[src/rtl/bcd_keypad_pkg.sv]
// bcd_keypad_pkg: shared FSM state encoding, BCD width and keypad decode helper
package bcd_keypad_pkg;

   localparam int BCD_W = 4;

   typedef enum logic [1:0] {
      IDLE,
      DEBOUNCE,
      HELD
   } state_e;

   // Returns {valid, bcd}; valid is low for an empty or multi-key pattern.
   function automatic logic [BCD_W:0] onehot10_to_bcd(input logic [9:0] keys);
      logic [BCD_W:0] r;
      r = '0;
      for (int i = 0; i < 10; i++)
         if (keys == 10'(1 << i)) r = {1'b1, BCD_W'(i)};
      return r;
   endfunction

endpackage

[src/rtl/key_sync_debounce.sv]
// key_sync_debounce: synchronises raw key lines, debounces press and release, strobes one press per hold
module key_sync_debounce
   import bcd_keypad_pkg::*;
#(
   parameter int DEB_CYCLES = 4
) (
   input  logic       clk,
   input  logic       rst_n,
   input  logic [9:0] key_i,
   output logic       press_stb_o,
   output logic [9:0] press_code_o
);

   localparam int            CW   = $clog2(DEB_CYCLES + 1);
   localparam logic [CW-1:0] LAST = CW'(DEB_CYCLES - 1);

   logic [9:0]    sync_q, key_s_q;
   logic [9:0]    cand_q, cand_d;
   logic [CW-1:0] cnt_q, cnt_d;
   state_e        state_q, state_d;

   // Two-flop synchroniser for the asynchronous key lines
   always_ff @(posedge clk or negedge rst_n) begin
      if (!rst_n) begin
         sync_q  <= '0;
         key_s_q <= '0;
      end else begin
         sync_q  <= key_i;
         key_s_q <= sync_q;
      end
   end

   // Debounce FSM registers
   always_ff @(posedge clk or negedge rst_n) begin
      if (!rst_n) begin
         state_q <= IDLE;
         cand_q  <= '0;
         cnt_q   <= '0;
      end else begin
         state_q <= state_d;
         cand_q  <= cand_d;
         cnt_q   <= cnt_d;
      end
   end

   // Next state: a pattern must persist DEB_CYCLES samples to be accepted, and so must the release
   always_comb begin
      state_d     = state_q;
      cand_d      = cand_q;
      cnt_d       = cnt_q;
      press_stb_o = 1'b0;
      case (state_q)
         IDLE:
            if (key_s_q != '0) begin
               state_d = DEBOUNCE;
               cand_d  = key_s_q;
               cnt_d   = CW'(1);
            end
         DEBOUNCE:
            if (key_s_q == '0) begin
               state_d = IDLE;
            end else if (key_s_q != cand_q) begin
               cand_d = key_s_q;
               cnt_d  = CW'(1);
            end else if (cnt_q == LAST) begin
               state_d     = HELD;
               cnt_d       = '0;
               press_stb_o = 1'b1;
            end else begin
               cnt_d = cnt_q + CW'(1);
            end
         HELD:
            if (key_s_q != '0) begin
               cnt_d = '0;
            end else if (cnt_q == LAST) begin
               state_d = IDLE;
            end else begin
               cnt_d = cnt_q + CW'(1);
            end
         default: state_d = IDLE;
      endcase
   end

   assign press_code_o = cand_q;

endmodule

[src/rtl/bcd_keypad_entry_ctrl.sv]
// bcd_keypad_entry_ctrl: keypad presses to BCD digits, shifted into a number offered by valid/ready
module bcd_keypad_entry_ctrl
   import bcd_keypad_pkg::*;
#(
   parameter int DIGITS     = 4,
   parameter int DEB_CYCLES = 4
) (
   input  logic                    clk,
   input  logic                    rst_n,
   input  logic [9:0]              key_in,
   input  logic                    clr,
   input  logic                    out_ready,
   output logic [BCD_W-1:0]        bcd_digit,
   output logic                    digit_valid,
   output logic [BCD_W*DIGITS-1:0] number,
   output logic                    number_valid,
   output logic                    multi_err,
   output logic                    overflow
);

   localparam int NW = BCD_W * DIGITS;
   localparam int KW = $clog2(DIGITS + 1);

   logic             press_stb;
   logic [9:0]       press_code;
   logic [BCD_W:0]   dec;
   logic [BCD_W-1:0] bcd_q, bcd_d;
   logic             dv_q, dv_d, me_q, me_d, ov_q, ov_d, nv_q, nv_d;
   logic [NW-1:0]    num_q, num_d, base;
   logic [KW-1:0]    cnt_q, cnt_d, base_cnt;
   logic             accept, hs, base_nv, load;

   key_sync_debounce #(
      .DEB_CYCLES(DEB_CYCLES)
   ) u_deb (
      .clk         (clk),
      .rst_n       (rst_n),
      .key_i       (key_in),
      .press_stb_o (press_stb),
      .press_code_o(press_code)
   );

   assign dec = onehot10_to_bcd(press_code);

   // Handshake empties the accumulator first so a same-cycle digit lands in it; clr overrides both
   always_comb begin
      accept   = press_stb && dec[BCD_W];
      hs       = nv_q && out_ready;
      base     = hs ? '0 : num_q;
      base_cnt = hs ? '0 : cnt_q;
      base_nv  = nv_q && !hs;
      load     = accept && !base_nv;
      dv_d     = accept;
      bcd_d    = accept ? dec[BCD_W-1:0] : bcd_q;
      me_d     = press_stb && !dec[BCD_W];
      ov_d     = accept && base_nv && !clr;
      num_d    = clr ? '0 : load ? ((base << BCD_W) | NW'(dec[BCD_W-1:0])) : base;
      cnt_d    = clr ? '0 : load ? base_cnt + KW'(1) : base_cnt;
      nv_d     = !clr && (base_nv || (load && (base_cnt + KW'(1) == KW'(DIGITS))));
   end

   // Output and accumulator registers
   always_ff @(posedge clk or negedge rst_n) begin
      if (!rst_n) begin
         bcd_q <= '0;
         dv_q  <= 1'b0;
         me_q  <= 1'b0;
         ov_q  <= 1'b0;
         nv_q  <= 1'b0;
         num_q <= '0;
         cnt_q <= '0;
      end else begin
         bcd_q <= bcd_d;
         dv_q  <= dv_d;
         me_q  <= me_d;
         ov_q  <= ov_d;
         nv_q  <= nv_d;
         num_q <= num_d;
         cnt_q <= cnt_d;
      end
   end

   assign bcd_digit    = bcd_q;
   assign digit_valid  = dv_q;
   assign number       = num_q;
   assign number_valid = nv_q;
   assign multi_err    = me_q;
   assign overflow     = ov_q;

endmodule
[config.mk]
export PLATFORM = sky130hd
export DESIGN_NAME = bcd_keypad_entry_ctrl
export DESIGN_NICKNAME = d
export VERILOG_FILES = /design/src/rtl/bcd_keypad_pkg.sv /design/src/rtl/key_sync_debounce.sv /design/src/rtl/bcd_keypad_entry_ctrl.sv
export SDC_FILE = /design/constraint.sdc
export NUM_CORES = 1
export LEC_CHECK = 0
export CAP_MARGIN = 20
export CORE_MARGIN = 3
export CORE_UTILIZATION = 27
export CTS_CLUSTER_SIZE = 20
export DETAILED_ROUTE_END_ITERATION = 12
export DONT_BUFFER_PORTS = 1
export GPL_TIMING_DRIVEN = 0
export PLACE_DENSITY = 0.49
export SYNTH_ARGS = -nofsm -noshare
export SYNTH_HDL_FRONTEND = slang
export SYNTH_HIERARCHICAL = 1
export SYNTH_SLANG_ARGS = --single-unit
[constraint.sdc]
create_clock -name clk -period 3.1 [get_ports clk]
set_input_delay 0.465 -clock clk [delete_from_list [all_inputs] [get_ports clk]]
set_output_delay 0.465 -clock clk [all_outputs]
set_load 0.01 [all_outputs]
==> impl_metrics.csv, run 1 <==
group,metric,value,unit
global_routing,antenna_found_initial,0,
layout,diodes,0,
synth,ys_seq_area_frac,0.480,
pwr,ir_drop,0.366,mV
critical_path,ff2ff_path_depth,10,
timing,hold_viol,0,
pwr,power,0.00277,W
critical_path,r2r_slack,310,ps
synth,syn_nets,330,
route,wl_per_cell,16.0,um
route,num_vias,2439,
layout,register_area,1550,um2
critical_path,crit_required,3310,ps
critical_path,critical_path_class,"flip-flop to flip-flop",
synth,syn_area,3230,um2
layout,multi_input_area,1580,um2
global_routing,grt_pass1_wl,12400,um
floorplan,io_pins,38,
pwr,p_int,0.00188,W
timing,period_needed,2790,ps
pwr,power.share.combinational,0.226,
synth,synth_top_area_cell,"dfrtp_1",
clock_network,clkTransAtPathRegs,60,ps
global_routing,grt_pass1_vias,2328,
critical_path,startpoint,"u_deb/press_code_o[9]$_DFFE_PN0P_",
route,vias_per_cell,5.20,
flow_run,drv_cap,0,
clock_network,clock-sinks,62,
placement,dp.cells,450,
critical_path,r2r-end,"number[10]$_DFF_PN0_",
layout,fin_cells,469,
pwr,switching_power,0.000890,W
route,postRouteAntennaNets,0,
synth,yosysTopAreaCellShare,0.480,
timing,fin_crit_sh,0.899,
synth,synth_edf_count,0,
pwr,switching_share,0.321,
layout,drive_above_1_share,0.132,
clock_network,cts_tree,"done",
placement,place.gp.congestion,0.775,
route,drt-total-wl,7510,um
timing,slew_headroom,0.622,
synth,synthFlopType,"dfrtp_1",
global_routing,overflow,0,
placement,post_dp_cell_area,3410,um2
synth,synth_area_leaders,"dfrtp_1 (48%), xor2_1 (3.8%), ha_1 (3.5%)",
critical_path,arrival,3000,ps
global_routing,grtUsageTotal,0.119,
placement,dp_hpwl,5160,um
pwr,power_leakage,1.61,nW
synth,async_flop_share,1.00,
clock_network,clockRootBuffer,"clkbuf_16",
pwr,pwr-share-seq,0.375,
timing,worst_pin_slew,567,ps
synth,ys_types,55,
timing,postLayoutSetupSlackWorst,314,ps
layout,design_area,3780,um2
floorplan,coreArea,11600,um2
hold_path,min_path_type,"input pin to async pin",
route,drt_pass1_iterations,5,
placement,dp_slack,118,ps
status,status,"finished, final reports clean",
placement,portBuffers,0,
global_routing,grt_start_max_net_pins,63,
layout,nFillCells,1150,
clock_network,clock_latency,330,ps
pwr,clkPwrFrac,0.399,
critical_path,path_max_fanout,10,
critical_path,start_kind,"flip-flop",
timing,setup_tns,0,ps
synth,yosysWarnings,6,
clock_network,cts_max_level,3,
clock_network,cts_buffer_depth,2,
timing,fin_worst_skew,4.82,ps
synth,synth_area_per_cell,10.5,um2
floorplan,dieArea,13300,um2
timing,rsz0062_at_grt,"false",
critical_path,rr_startpoint,"u_deb/press_code_o[9]$_DFFE_PN0P_",
timing,maxSlewViolCount,0,
synth,synthCells,307,
critical_path,end_kind,"flip-flop",
pwr,power_density,732,nW/um2
clock_network,cts_buffers,9,
floorplan,rows,39,
critical_path,endpoint,"number[10]$_DFF_PN0_",
timing,finalSetupViolCount,0,
route,drc,0,
timing,fmax,359,MHz
layout,nNetsFinal,344,
floorplan,fp.dieH,115,um
route,drt_iter0_markers,109,
layout,area_growth_syn_to_layout,17.2,%
floorplan,start_util,0.279,
floorplan,die_w,115,um
synth,synth_seq_cells,62,
per-layer routing:
metal / vias up / GRT usage / share of wire / wire, um
met1: 1220 / 0.166 / 0.48 / 3580
met3: 8 / 0.0416 / 0.051 / 381
met5: - / 0 / 0 / 0
met2: 51 / 0.175 / 0.46 / 3450
met4: 0 / 0.0368 / 0.012 / 91
li1: 1160 / - / - / -
placed cells by master, fill, tap and decap left out, types with 4 or more instances in the layout:
cell	count
a211oi_1	4
a21oi_1	8
a22o_1	8
a22oi_1	13
and2_1	15
clkbuf_1	10
clkbuf_16	9
dfrtp_1	62
ha_1	9
inv_1	9
mux2_4	6
nand2_1	27
nand3_1	19
nand4_1	12
nor2_1	16
nor3_1	12
o21ai_0	7
xor2_1	14
critical path, cell delays in order, from the launching register on:
cell	delay (ps)
dfrtp_1	460
xor2_1	200
nor4_4	390
nand3_4	170
nor4_1	270
buf_2	240
nand2_1	150
and2_1	220
clkbuf_2	220
a22oi_1	240
nand3_1	100
repair_timing:
item	CTS	global route
endpoints found under the hold margin	62	0
setup endpoints to repair	0	12
setup buffers	0	2
hold buffers	1	0
gates resized for setup	0	3
state kept, by name, indices dropped and copies added, names as in the netlist:
| name | cells |
|---|---|
| overflow | 1 |
| u_deb/sync_q | 10 |
| multi_err | 1 |
| cnt_q | 3 |
| digit_valid | 1 |
| u_deb/state_q | 2 |
| number_valid | 1 |
| u_deb/cnt_q | 3 |
| u_deb/key_s_q | 10 |
| u_deb/press_code_o | 10 |
| bcd_digit | 4 |
| number | 16 |
power groups by stage:
stage	sequential [W]	combinational (W)	clock, W
floorplan	0.00101	0.000501	0
global placement	0.00105	0.000579	0
detailed placement	0.00105	0.000590	0
CTS	0.00104	0.000613	0.00113
global route	0.00106	0.000690	0.00117
finish	0.00104	0.000625	0.00111
logic make-up (layout without fill, tap and decap cells):
family	Yosys count	in the layout	synth area share
AND/OR/NAND/NOR	127	127	0.224
flip-flops	62	62	0.480
AO/OA/AOI/OAI	61	61	0.151
buffers and inverters	24	43	0.0325
XOR/XNOR	17	17	0.0461
adder cells (fa/ha/maj)	9	9	0.0349
multiplexers	7	7	0.0310
stage by stage:
stage | utilization | hold WS, ps
global placement | 0.295 | 172
detailed placement | 0.295 | 172
floorplan | - | 169
finish | 0.327 | 5.39
global route | 0.327 | 8.45
CTS | 0.325 | 13.0
worst min-delay path by stage:
stage | start | end | slack [ps] | cells after the start
6_report | rst_n | u_deb/sync_q[2]$_DFF_PN0_ | 5 | 1
5_1_grt | rst_n | u_deb/sync_q[2]$_DFF_PN0_ | 8 | 1
4_1_cts | rst_n | u_deb/key_s_q[2]$_DFF_PN0_ | 10 | 1
3_5_place_dp | rst_n | u_deb/sync_q[5]$_DFF_PN0_ | 170 | 0
3_3_place_gp | rst_n | u_deb/sync_q[5]$_DFF_PN0_ | 170 | 0
2_1_floorplan | rst_n | bcd_digit[0]$_DFFE_PN0P_ | 170 | 0
synth_stat cells, types with 4 or more instances:
| cell | n |
|---|---|
| a22oi_1 | 13 |
| nand4_1 | 12 |
| ha_1 | 9 |
| nand3_1 | 19 |
| a22o_1 | 8 |
| a211oi_1 | 4 |
| clkbuf_1 | 10 |
| o21ai_0 | 7 |
| and2_1 | 15 |
| mux2_4 | 6 |
| inv_1 | 9 |
| nor3_1 | 12 |
| xor2_1 | 14 |
| dfrtp_1 | 62 |
| nor2_1 | 16 |
| nand2_1 | 27 |
| a21oi_1 | 8 |
layout make-up:
cell class / instances / area share
buffer: 15 / 0.0192
clock buffer: 10 / 0.0605
clock inverter: 6 / 0.0251
inverter: 9 / 0.00893
multi-input combinational: 221 / 0.418
sequential: 62 / 0.410
tap: 143 / 0.0473
timing repair buffer: 3 / 0.0112
(Power assumes the default switching activity.)
==> inputs of run 2 (changes only) <==
--- a/config.mk
+++ b/config.mk
@@ -8,12 +8,13 @@
 export CAP_MARGIN = 20
 export CORE_MARGIN = 3
 export CORE_UTILIZATION = 27
+export CTS_BUF_LIST = sky130_fd_sc_hd__clkbuf_8 sky130_fd_sc_hd__clkbuf_16
 export CTS_CLUSTER_SIZE = 20
 export DETAILED_ROUTE_END_ITERATION = 12
 export DONT_BUFFER_PORTS = 1
 export GPL_TIMING_DRIVEN = 0
-export PLACE_DENSITY = 0.49
 export SYNTH_ARGS = -nofsm -noshare
 export SYNTH_HDL_FRONTEND = slang
 export SYNTH_HIERARCHICAL = 1
 export SYNTH_SLANG_ARGS = --single-unit
+export TNS_END_PERCENT = 50
==> run 2 against run 1 <==
Net effect:
- wire length increased by 0.40%
- critical path type unchanged
- fmax shrank 3.6%
- non-clock buffer count fell by 2
- clock skew is 2.3 ps higher
==> impl_metrics.csv, run 2 (synthesis results as in run 1) <==
group,metric,value,unit
flow_run,drv_cap,0,
pwr,ir_drop,0.356,mV
layout,register_area,1550,um2
clock_network,cts_tree,"done",
critical_path,path_max_fanout,10,
floorplan,start_util,0.279,
clock_network,cts_buffer_depth,2,
hold_path,min_path_type,"input pin to async pin",
layout,nNetsFinal,342,
critical_path,critical_path_class,"flip-flop to flip-flop",
timing,maxSlewViolCount,0,
floorplan,rows,39,
timing,timing.hold.ws,5.32,ps
layout,area_growth_syn_to_layout,15.7,%
route,drt-total-wl,7540,um
floorplan,dieArea,13300,um2
global_routing,grtUsageTotal,0.117,
timing,fin_worst_skew,7.13,ps
critical_path,cpLargestDelayFamily,"simple AND/OR/NAND/NOR gates",
route,vias_per_cell,5.32,
critical_path,max_stage_delay,470,ps
timing,finalSetupViolCount,0,
floorplan,coreArea,11600,um2
critical_path,start_kind,"flip-flop",
floorplan,io_pins,38,
pwr,power_leakage,1.58,nW
global_routing,grt_pass1_wl,12200,um
placement,place.gp.congestion,0.817,
global_routing,grt_start_max_net_pins,63,
timing,period_needed,2890,ps
critical_path,arrival,3100,ps
route,drc,0,
clock_network,cts_buffers,9,
global_routing,antenna_found_initial,0,
floorplan,fp.dieH,115,um
critical_path,worstPathCellList,"xor2_1, nor4_4, nand3_2, nor4_1, clkbuf_4, nand2_1, and2_1, clkbuf_1, a22oi_1, nand3_1",
route,drt_pass1_iterations,5,
placement,dp_hpwl,5200,um
route,num_vias,2485,
floorplan,die_w,115,um
layout,drive_above_1_share,0.127,
timing,setup_tns,0,ps
clock_network,clkTransAtPathRegs,60,ps
clock_network,clockRootBuffer,"clkbuf_16",
critical_path,crit_required,3310,ps
timing,fin_crit_sh,0.932,
critical_path,worstPathBufferInverterCount,2,
layout,layout_common_cells,"dfrtp_1 (62), nand2_1 (27), nand3_1 (19)",
global_routing,overflow,0,
clock_network,clock_latency,330,ps
timing,worst_pin_slew,526,ps
layout,final_common_cell,"dfrtp_1",
clock_network,clock-sinks,62,
critical_path,end_kind,"flip-flop",
clock_network,cts_max_level,3,
placement,portBuffers,0,
timing,slew_headroom,0.649,
layout,multi_input_area,1570,um2
layout,diodes,0,
route,wl_per_cell,16.1,um
route,postRouteAntennaNets,0,
global_routing,grt_pass1_vias,2421,
timing,fmax,346,MHz
status,status,"finished, final reports clean",
layout,nFillCells,1138,
layout,largest_reg_flops,16,
critical_path,crit_slowest_cell,"dfrtp_1",
pwr,power_density,711,nW/um2
route,drt_iter0_markers,126,
timing,rsz0062_at_grt,"false",
timing,hold_viol,0,
## run 2: changes by cell type in the layout (fill, tap and decap cells not counted)
cell,delta
nand3_4,-1
nand3_2,+1
clkinv_2,+2
buf_4,-2
clkbuf_2,-1
clkbuf_4,+1
clkinvlp_4,+1
clkinv_4,-1
buf_2,-1
bufinv_16,-1
## run 2: layout make-up
type                    instances  area share
flip-flops and latches         62       0.415
clock buffers                   9      0.0602
inverters                       9     0.00904
clock inverters                 7      0.0197
multi-input cells             221       0.421
plain buffers                  15      0.0197
well taps                     143      0.0479
repair buffers                  1     0.00736
## run 2: metal layers
metal | vias to the layer above | GRT usage | wire length, um
met5 | - | 0 | 0
met4 | 0 | 0.0391 | 96
li1 | 1157 | - | -
met2 | 83 | 0.186 | 3580
met3 | 11 | 0.0374 | 477
met1 | 1234 | 0.151 | 3380
## run 2: repair_timing
item,CTS,global route
buffers inserted,0,0
endpoints found under the hold margin,62,0
resized for setup,0,1
setup endpoints to repair,0,1
hold buffers,1,0
## run 2: final timing paths
path / from / to / slack [ps] / depth (start not counted)
worst max-delay path: u_deb/press_code_o[9]$_DFFE_PN0P_ / number[15]$_DFFE_PN0P_ / 210 / 10
max in group asynchronous: rst_n / u_deb/key_s_q[6]$_DFF_PN0_ / 2830 / 1
worst max register to register: u_deb/press_code_o[9]$_DFFE_PN0P_ / number[15]$_DFFE_PN0P_ / 210 / 10
worst min register to register: u_deb/sync_q[6]$_DFF_PN0_ / u_deb/key_s_q[6]$_DFF_PN0_ / 350 / 0
min in group clk: key_in[3] / u_deb/sync_q[3]$_DFF_PN0_ / 160 / 0
worst min-delay path: rst_n / number[9]$_DFF_PN0_ / 5 / 1
## run 2: stage by stage
stage | power (W) | setup WS (ps) | util | area (um2) | std cells
after global routing | 0.00281 | 12.9 | 0.323 | 3740 | 467
after CTS | 0.00269 | 216 | 0.323 | 3740 | 467
after detailed placement | 0.00165 | 249 | 0.295 | 3410 | 450
after floorplan | 0.00151 | 672 | - | 3230 | 307
final | 0.00266 | 211 | 0.323 | 3740 | 467
after global placement | 0.00161 | 219 | 0.295 | 3410 | 450
## run 2: power by group
part	switching (W)	internal, W
Sequential	0.000149	0.000894
Clock	0.000381	0.000624
Combinational	0.000344	0.000267
Total	0.000874	0.00179
